## src/rtl/serial_word_feeder.sv

```systemverilog
// serial_word_feeder: accepts W-bit parallel words through a one-deep holding
// register and sends them out LSB first for a downstream right-shift register.
// While one word is shifting, the next word can wait in the holding register.
// When it is there, the two words go out with no gap between them.
module serial_word_feeder #(
   parameter int unsigned W = 4
) (
   input  logic         clk,
   input  logic         clrb,
   input  logic [W-1:0] din,
   input  logic         din_valid,
   output logic         din_ready,
   output logic         sdr_out,
   output logic         sd_valid,
   output logic         word_done
);

   localparam int unsigned   CW   = (W > 1) ? $clog2(W) : 1;
   localparam logic [CW-1:0] LAST = CW'(W - 1);

   typedef enum logic {
      IDLE,
      SHIFT
   } state_t;

   state_t          state_q, state_d;
   logic [W-1:0]    hold_q, hold_d;
   logic            hold_full_q, hold_full_d;
   logic [W-1:0]    shift_q, shift_d;
   logic [CW-1:0]   cnt_q, cnt_d;
   logic            accept;

   // Outputs decode registered state only.
   // Reset forces them low without waiting for a clock edge.
   always_comb begin
      din_ready = ~hold_full_q & clrb;
      sd_valid  = (state_q == SHIFT);
      sdr_out   = sd_valid & shift_q[0];
      word_done = sd_valid && (cnt_q == LAST);
   end

   // Next-state logic for the FSM, holding register, shifter and bit counter.
   // A word can be accepted only when hold_full is 0.
   // A word can be transferred to the shifter only when hold_full is 1.
   // So acceptance and transfer never happen on the same edge.
   always_comb begin
      state_d     = state_q;
      hold_d      = hold_q;
      hold_full_d = hold_full_q;
      shift_d     = shift_q;
      cnt_d       = cnt_q;
      accept      = din_valid & din_ready;

      unique case (state_q)
         IDLE: begin
            if (hold_full_q) begin
               shift_d     = hold_q;
               hold_full_d = 1'b0;
               cnt_d       = '0;
               state_d     = SHIFT;
            end
         end
         SHIFT: begin
            if (cnt_q != LAST) begin
               shift_d = shift_q >> 1;
               cnt_d   = cnt_q + CW'(1);
            end else if (hold_full_q) begin
               shift_d     = hold_q;
               hold_full_d = 1'b0;
               cnt_d       = '0;
            end else begin
               shift_d = '0;
               cnt_d   = '0;
               state_d = IDLE;
            end
         end
         default: state_d = IDLE;
      endcase

      if (accept) begin
         hold_d      = din;
         hold_full_d = 1'b1;
      end
   end

   // State registers with asynchronous active-low clear.
   always_ff @(posedge clk or negedge clrb) begin
      if (!clrb) begin
         state_q     <= IDLE;
         hold_q      <= '0;
         hold_full_q <= 1'b0;
         shift_q     <= '0;
         cnt_q       <= '0;
      end else begin
         state_q     <= state_d;
         hold_q      <= hold_d;
         hold_full_q <= hold_full_d;
         shift_q     <= shift_d;
         cnt_q       <= cnt_d;
      end
   end

endmodule

```

## config.mk

```make
export PLATFORM = sky130hd
export DESIGN_NAME = serial_word_feeder
export DESIGN_NICKNAME = d
export VERILOG_FILES = /design/src/rtl/serial_word_feeder.sv
export SDC_FILE = /design/constraint.sdc
export NUM_CORES = 1
export LEC_CHECK = 0
export BUFFER_PORTS_ARGS = -buffer_cell sky130_fd_sc_hd__buf_2
export CORE_MARGIN = 3
export CORE_UTILIZATION = 43
export DETAILED_ROUTE_END_ITERATION = 6
export PLACE_DENSITY = 0.64
export SYNTH_ARGS = -nofsm -noshare
export SYNTH_HDL_FRONTEND = slang
export SYNTH_SLANG_ARGS = --single-unit
```

## constraint.sdc

```tcl
create_clock -name clk -period 1.3 [get_ports clk]
set_clock_uncertainty 0.1 [all_clocks]
set_input_delay 0.065 -clock clk [delete_from_list [all_inputs] [get_ports clk]]
set_output_delay 0.065 -clock clk [all_outputs]
set_load 0.01 [all_outputs]
```

==> impl_metrics.yaml, run 1 <==
power:
  power.internal_w: 0.00119
  p_comb_frac: 0.453
  clockPowerShare: 0.168
  power_w: 0.00176
  power_density_mw_per_mm2: 2190
  pwr-share-seq: 0.379
  p_leak_nw: 0.401
  vdd_drop_max_uv: 998
  switching_share: 0.326
  switchingPower_w: 0.000575
timing:
  rsz0062_at_grt: "true"
  worst_pin_slew_ns: 0.342
  timing.fmax_mhz: 769
  timing.final.crit_share: 1.00
  setup_viol: 1
  fin_crit_ns: 1.30
  maxSlewViolCount: 0
  hold_violations: 0
  relSlewSlack: 0.771
  fin_setup_tns_ns: -0.000478
  layout_setup_ws_ns: -0.000478
logic_synthesis:
  yosysTopAreaCellShare: 0.510
  synth_seq_area_share: 0.510
  synth_nets: 56
  ys_ff_latch: 12
  synth_cells: 47
  yosysWarnings: 0
  syn_area_sq_um: 589
  netlist_top_cells_area: "dfrtp_1 51%, mux2_4 10%, mux2i_1 6.8%"
  yosys.area.top_type: "dfrtp_1"
  ys_types: 17
  syn_area_per_cell_sq_um: 12.5
placed_design:
  place_congestion: 0.725
  dp.cells: 72
  hpwl_um: 750
  port_buffers: 10
  place_ws_ns: 0.0272
drt:
  wire_per_inst_um: 13.0
  drc_errors: 0
  drt_pass1_iterations: 4
  vias: 444
  antenna_left: 0
  drt-initial-drc-count: 18
  vias_per_cell: 5.22
  wirelength_um: 1100
setup_path:
  cp-start-kind: "register"
  arrival_ns: 1.14
  startpoint: "cnt_q[0]"
  slowest_delay_ns: 0.40
  rr_worst_depth: 5
  crit_required_ns: 1.13
  r2r_slack_ns: 0.08
  crit_fanout: 3
  cp_top_family: "flip-flops"
  crit_type: "reg -> out"
  critPathBufInv: 1
  rr_endpoint: "shift_q[3]"
  cpMaxStageDelayCell: "dfrtp_1"
  worstReg2RegStart: "cnt_q[0]"
  cp-end-kind: "primary output"
  path_cells: "ha_2 > and2_4 > buf_6"
final_layout:
  drive_above_1_share: 0.437
  final_nets: 81
  diodes: 0
  syn_to_final_growth_pct: 36.5
  instances_no_fill: 85
  final_util: 0.670
die:
  io_pins: 11
  die_w_um: 43.0
  initial_utilization: 0.491
  chipHeight_um: 43.0
  rows: 12
  die_area_sq_mm: 0.00185
  core_sq_mm: 0.00120
global_routing:
  grt_use_total: 0.141
  gr-total-overflow: 0
  grt_pass1_wl_um: 1890
  grt_pass1_vias: 432
  antenna_found_initial: 0
  grt_max_degree: 12
run_status:
  violations: "negative setup slack"
  status: "finished, violations left"
worst_hold_path:
  min_path_cells: 3
  min_from: "din_valid"
  hold_path_end: "hold_full_q"
  hp-class: "in -> reg"
flow_run:
  cap_violations: 0
cts:
  clk_pin_slew_ns: 0.08
  cts_tree: "built"
  cts_root_buf: "clkbuf_4"
  htree_levels: 1
  insertion_delay_ns: 0.28
  numCtsBuffers: 3
  clock_path_buffers: 2
  clkSinkCount: 12
## flip-flops by register name, indices dropped and copies added, names as in the netlist
register and cells:
shift_q 4, cnt_q 2, hold_full_q 1, hold_q 4, sd_valid 1
## metal layers
| metal | GRT usage | part of all wire | vias to the layer above |
|---|---|---|---|
| li1 | - | - | 215 |
| met1 | 0.189 | 0.48 | 210 |
| met2 | 0.198 | 0.43 | 14 |
| met3 | 0.0381 | 0.054 | 5 |
| met4 | 0.0904 | 0.027 | 0 |
| met5 | 0 | 0 | - |
## worst max path at each step
stage | cells past startpoint | slack [ns] | end
after global placement | 3 | 0.09 | hold_full_q
after global routing | 3 | -0.05 | word_done
after CTS | 3 | -0.01 | word_done
after floorplan | 3 | 0.13 | shift_q[0]
after detailed placement | 3 | 0.03 | shift_q[0]
final | 3 | -0.0005 | word_done
## repair_timing
| item | in CTS | in global routing |
|---|---|---|
| hold buffers | 5 | 0 |
| endpoints found under the setup margin | 2 | 3 |
| resized for setup | 2 | 5 |
| pin swaps | 1 | 3 |
| cloned | 0 | 0 |
| hold endpoints to repair | 16 | 0 |
| setup buffers | 3 | 1 |
## cells in the final DEF (no fill, tap or decap), types with 3 or more instances in the layout
cell type,count
clkbuf_4,3
o221ai_1,3
dlygate4sd3_1,5
buf_6,3
buf_4,6
nand3_1,4
buf_2,8
mux2i_1,4
mux2_4,4
inv_1,4
dfrtp_1,11
## kinds of logic after synthesis
group,synth area share
AND/OR/NAND/NOR,0.134
flip-flops,0.510
multiplexers,0.170
AO/OA/AOI/OAI,0.0913
buffers and inverters,0.0531
adder cells (fa/ha/maj),0.0425
## cell usage after synthesis (all sizes together)
cell and instances:
o21ai 2, nand3 4, o221ai 3, dfrtp 12, nor2 2, ha 2
inv 4, mux2i 4, a22o 2, buf 2, and2b 1, nand3b 1
mux2 4, and2 2, nand2b 1, nand2 1
## power by group through the flow
stage	Sequential (W)	Combinational (W)	Clock [W]
floorplan	0.000637	0.000512	0
CTS	0.000666	0.000739	0.000304
finish	0.000669	0.000799	0.000296
global route	0.000690	0.000873	0.000328
global placement	0.000674	0.000622	0
detailed placement	0.000681	0.000637	0
## cell type report
| cell class | instances | area (sq um) |
|---|---|---|
| Sequential cell | 12 | 302 |
| Inverter | 4 | 15.0 |
| Multi-Input combinational cell | 29 | 265 |
| Fill cell | 93 | 397 |
| Timing Repair Buffer | 22 | 169 |
| Clock buffer | 4 | 36.3 |
| Tap cell | 14 | 17.5 |
## tightest hold or removal path: cells and delay by family
kind / cells / cell delay, ns
buf+inv: 1 / 0.10
compound gates: 1 / 0.11
simple gates: 1 / 0.13
## through the flow
step	cell area (sq um)	hold WS, ns
6_report	805	0.0683
5_1_grt	805	0.0813
4_1_cts	778	0.0722
3_5_place_dp	663	-0.167
3_3_place_gp	663	-0.168
2_1_floorplan	589	-0.331
Note: power is estimated with default switching activity, not from simulation.
==> run 2, diff against run 1 <==
==> constraint.sdc (replaced) <==
create_clock -name clk -period 1.3 [get_ports clk]
set_clock_uncertainty 0.1 [all_clocks]
set_input_delay 0.195 -clock clk [delete_from_list [all_inputs] [get_ports clk]]
set_output_delay 0.195 -clock clk [all_outputs]
set_load 0.01 [all_outputs]
==> run 2 against run 1 <==
The flow still finishes with violations (negative setup slack). Global-route usage rose by 0.25 points. Wire length decreased by 2.7%. Combinational power is 21% higher. Sequential cell count is the same. Total power is 7.8% higher. Sequential power decreased by 3%. Register-to-register slack lost 0.03 ns. Clock power is 4% lower. Critical path depth unchanged. Worst hold slack worse by 0.015 ns. Design area grew 2.0%.
==> impl_metrics.yaml, run 2 (synthesis results as in run 1) <==
setup_path:
  rr_endpoint: "hold_q[1]"
  rr_worst_depth: 3
  crit_required_ns: 1.00
  crit_type: "reg -> out"
  critPathBufInv: 1
  cp-start-kind: "register"
  cpMaxStageDelayCell: "dfrtp_1"
  slowest_delay_ns: 0.38
  cp_top_family: "flip-flops"
  r2r_slack_ns: 0.05
  path_cells: "ha_2 > and2_4 > buf_6"
  crit_fanout: 2
  arrival_ns: 1.08
  cp.depth: 3
  worstReg2RegStart: "hold_full_q"
  cp-end-kind: "primary output"
die:
  core_sq_mm: 0.00120
  initial_utilization: 0.491
  die_area_sq_mm: 0.00185
  io_pins: 11
  chipHeight_um: 43.0
  die_w_um: 43.0
  rows: 12
power:
  switchingPower_w: 0.000602
  clockPowerShare: 0.150
  vdd_drop_max_uv: 1090
  p_comb_frac: 0.508
  power_w: 0.00190
  switching_share: 0.317
  power_density_mw_per_mm2: 2320
  power.internal_w: 0.00130
  pwr-share-seq: 0.342
  p_leak_nw: 0.420
run_status:
  status: "finished, violations left"
  violations: "negative setup slack"
timing:
  fin_setup_tns_ns: -0.0721
  relSlewSlack: 0.860
  hold_violations: 0
  setup_viol: 1
  timing.final.crit_share: 1.06
  maxSlewViolCount: 0
  timing.fmax_mhz: 729
  worst_pin_slew_ns: 0.204
  fin_crit_ns: 1.37
  rsz0062_at_grt: "true"
  layout_setup_ws_ns: -0.0721
placed_design:
  dp.cells: 74
  place_congestion: 0.711
  port_buffers: 10
  hpwl_um: 773
  place_ws_ns: 0.0910
final_layout:
  fillCellCount: 105
  final_common_cell: "buf_4"
  diodes: 0
  reg_top3: "hold_q x4, shift_q x4, cnt_q x2"
  final_nets: 83
  drive_above_1_share: 0.521
  syn_to_final_growth_pct: 39.3
  instances_no_fill: 87
  final_cell_mix: "12 x buf_4, 11 x dfrtp_1, 8 x buf_2"
worst_hold_path:
  min_path_cells: 2
  hp-class: "in -> reg"
  hold_path_end: "hold_q[0]"
  min_from: "din[0]"
drt:
  vias_per_cell: 5.13
  vias: 446
  wire_per_inst_um: 12.3
  drt-initial-drc-count: 5
  wirelength_um: 1070
  drt_pass1_iterations: 2
  antenna_left: 0
  drc_errors: 0
flow_run:
  cap_violations: 0
cts:
  htree_levels: 1
  clk_pin_slew_ns: 0.07
  cts_root_buf: "clkbuf_4"
  cts_tree: "built"
  numCtsBuffers: 3
  clkSinkCount: 12
  clock_path_buffers: 2
  insertion_delay_ns: 0.27
global_routing:
  grt_use_total: 0.143
  grt_pass1_vias: 429
  grt_max_degree: 9
  grt_pass1_wl_um: 1870
  gr-total-overflow: 0
  antenna_found_initial: 0
run 2: changes by cell type in the layout (fill, tap and decap cells not counted), sizes merged:
cell         before  now
dlygate4sd3       5    1
buf              17   23
run 2: worst max-delay path by stage:
| stage | from | to | slack, ns |
|---|---|---|---|
| after detailed placement | cnt_q[1] | shift_q[2] | 0.09 |
| after global routing | cnt_q[0] | word_done | -0.13 |
| after floorplan | cnt_q[0] | shift_q[0] | 0.13 |
| after CTS | cnt_q[1] | word_done | -0.10 |
| final | cnt_q[0] | word_done | -0.07 |
| after global placement | cnt_q[0] | shift_q[2] | 0.1 |
run 2: metrics by stage:
stage                     area (sq um)  utilization  hold slack, ns
after floorplan                    589            -          -0.201
after global routing               821        0.683          0.0450
after CTS                          773        0.644          0.0420
after detailed placement           678        0.565         -0.0607
final                              821        0.683          0.0533
after global placement             678        0.565         -0.0629
run 2: power groups by stage:
stage	Combinational (W)	Sequential [W]	Clock, W
5_1_grt	0.00107	0.000673	0.000313
2_1_floorplan	0.000512	0.000637	0
3_3_place_gp	0.000659	0.000683	0
6_report	0.000966	0.000650	0.000285
3_5_place_dp	0.000667	0.000689	0
4_1_cts	0.000834	0.000646	0.000297
run 2: layout make-up:
cell class / count / area (sq um) / share of cell area
Sequential cell: 12 / 302 / 0.367
Multi-Input combinational cell: 29 / 277 / 0.337
Timing Repair Buffer: 24 / 174 / 0.212
Clock buffer: 4 / 36.3 / 0.0442
Tap cell: 14 / 17.5 / 0.0213
Inverter: 4 / 15.0 / 0.0183
run 2: what timing repair did:
item,in CTS,in global routing
setup endpoints to repair,4,11
endpoints found under the hold margin,12,0
resized for setup,2,7
cloned,0,0
buffers inserted,6,2
hold buffers,1,0
pin swaps,2,2
run 2: metal layers:
metal,wire (um),global-route usage,up-vias
met5,0,0,-
met4,8,0.0904,0
met3,60,0.0381,2
met2,518,0.219,11
met1,487,0.178,214
li1,-,-,219
==> run 3, diff against run 2 <==
--- a/config.mk
+++ b/config.mk
@@ -10,6 +10,7 @@
 export CORE_UTILIZATION = 43
 export DETAILED_ROUTE_END_ITERATION = 6
 export PLACE_DENSITY = 0.64
+export RECOVER_POWER = 100
 export SYNTH_ARGS = -nofsm -noshare
 export SYNTH_HDL_FRONTEND = slang
 export SYNTH_SLANG_ARGS = --single-unit
==> run 3 against run 2 <==
Largest power group unchanged. Global-route usage unchanged. Die area unchanged. Clock-buffer cell count unchanged. Sequential power about the same. First-iteration DRC count up 40%. Highest routed layer unchanged. Final cell count unchanged. Total power down 2.0%. The flow still finishes with violations (negative setup slack). Clock power about the same. Worst hold slack about the same. Via count up 0.90%.
==> impl_metrics.yaml, run 3 (synthesis results as in run 1) <==
timing:
  rsz0062_at_grt: "true"
  worst_pin_slew_ns: 0.223
  timing.final.crit_share: 1.06
  setup_viol: 1
  relSlewSlack: 0.851
  layout_setup_ws_ns: -0.0724
  fin_crit_ns: 1.37
  hold_violations: 0
  maxSlewViolCount: 0
  fin_setup_tns_ns: -0.0724
  timing.fmax_mhz: 729
die:
  die_w_um: 43.0
  initial_utilization: 0.491
  io_pins: 11
  core_sq_mm: 0.00120
  chipHeight_um: 43.0
  rows: 12
  die_area_sq_mm: 0.00185
drt:
  drc_errors: 0
  drt-initial-drc-count: 7
  wire_per_inst_um: 12.4
  antenna_left: 0
  vias_per_cell: 5.17
  drt_pass1_iterations: 2
  vias: 450
  wirelength_um: 1080
final_layout:
  reg_top3: "hold_q x4, shift_q x4, cnt_q x2"
  final_nets: 83
  final_common_cell: "dfrtp_1"
  diodes: 0
  syn_to_final_growth_pct: 36.5
  drive_above_1_share: 0.479
  final_cell_mix: "11 x dfrtp_1, 9 x buf_4, 6 x buf_2"
setup_path:
  arrival_ns: 1.08
  slowest_delay_ns: 0.38
  crit_type: "reg -> out"
  cp_top_family: "flip-flops"
  path_cells: "ha_2 > and2_4 > buf_6"
  cp-end-kind: "primary output"
  cp-start-kind: "register"
  crit_required_ns: 1.00
  crit_fanout: 2
  cpMaxStageDelayCell: "dfrtp_1"
  critPathBufInv: 1
cts:
  clkSinkCount: 12
  cts_root_buf: "clkbuf_4"
  clock_path_buffers: 2
  htree_levels: 1
  cts_tree: "built"
  clk_pin_slew_ns: 0.07
  insertion_delay_ns: 0.27
  numCtsBuffers: 3
power:
  clockPowerShare: 0.153
  vdd_drop_max_uv: 1070
  p_comb_frac: 0.498
  power_density_mw_per_mm2: 2320
  switching_share: 0.317
  power.internal_w: 0.00127
  switchingPower_w: 0.000591
  p_leak_nw: 0.410
  power_w: 0.00186
  pwr-share-seq: 0.350
placed_design:
  hpwl_um: 773
  port_buffers: 10
  place_ws_ns: 0.0910
  place_congestion: 0.711
run_status:
  violations: "negative setup slack"
  status: "finished, violations left"
global_routing:
  grt_use_total: 0.143
  grt_pass1_wl_um: 1870
  grt_pass1_vias: 429
  grt_max_degree: 9
  gr-total-overflow: 0
  antenna_found_initial: 0
worst_hold_path:
  hp-class: "in -> reg"
flow_run:
  cap_violations: 0
-- run 3: cell count changes in the layout (fill, tap and decap cells not counted), sizes merged --
cell	delta
clkbuf	+5
buf	-5
-- run 3: power groups by stage --
| stage | combinational (W) | clock [W] | sequential, W |
|---|---|---|---|
| floorplan | 0.000512 | 0 | 0.000637 |
| global placement | 0.000659 | 0 | 0.000683 |
| detailed placement | 0.000667 | 0 | 0.000689 |
| CTS | 0.000834 | 0.000297 | 0.000646 |
| global route | 0.00103 | 0.000313 | 0.000673 |
| finish | 0.000927 | 0.000285 | 0.000651 |
-- run 3: what timing repair did --
action / in CTS / in global routing
gates resized for setup: 2 / 7
hold buffers: 1 / 0
endpoints found under the hold margin: 12 / 0
pin swaps: 2 / 2
setup endpoints to repair: 4 / 11
setup buffers: 6 / 2
-- run 3: final cells by class --
class	instances	area, sq um
Inverter	4	15.0
Sequential cell	12	302
Fill cell	110	397
Multi-Input combinational cell	29	270
Tap cell	14	17.5
Clock buffer	4	36.3
Timing Repair Buffer	24	164
-- run 3: final timing paths --
kind | from | to | slack, ns | cells after the start
setup / recovery | cnt_q[0] | word_done | -0.07 | 3
hold / removal | din[0] | hold_q[0] | 0.05 | 2
setup reg to reg | hold_full_q | hold_q[1] | 0.04 | 3
hold reg to reg | hold_q[3] | hold_q[3] | 0.45 | 1
max in group asynchronous | clrb | sd_valid | 0.32 | 3
min in group asynchronous | clrb | cnt_q[0] | 0.33 | 2
-- run 3: layer usage --
metal,track usage,vias to the layer above,share of wire
met5,0,-,0
met4,0.0904,0,0.0074
met3,0.0381,2,0.054
li1,-,221,-
met2,0.219,11,0.49
met1,0.178,216,0.45
-- run 3: worst reg2reg max path: stages (launching register included) --
cell and delay [ns]:
dfrtp_1 0.40, buf_6 0.12, nand3b_4 0.20, mux2_4 0.32
-- run 3: metrics by stage --
stage	instance area [sq um]	instances	hold slack (ns)	util
5_1_grt	805	87	0.0450	0.670
3_5_place_dp	678	74	-0.0607	0.565
3_3_place_gp	678	74	-0.0629	0.565
4_1_cts	773	85	0.0420	0.644
2_1_floorplan	589	47	-0.201	-
6_report	805	87	0.0536	0.670
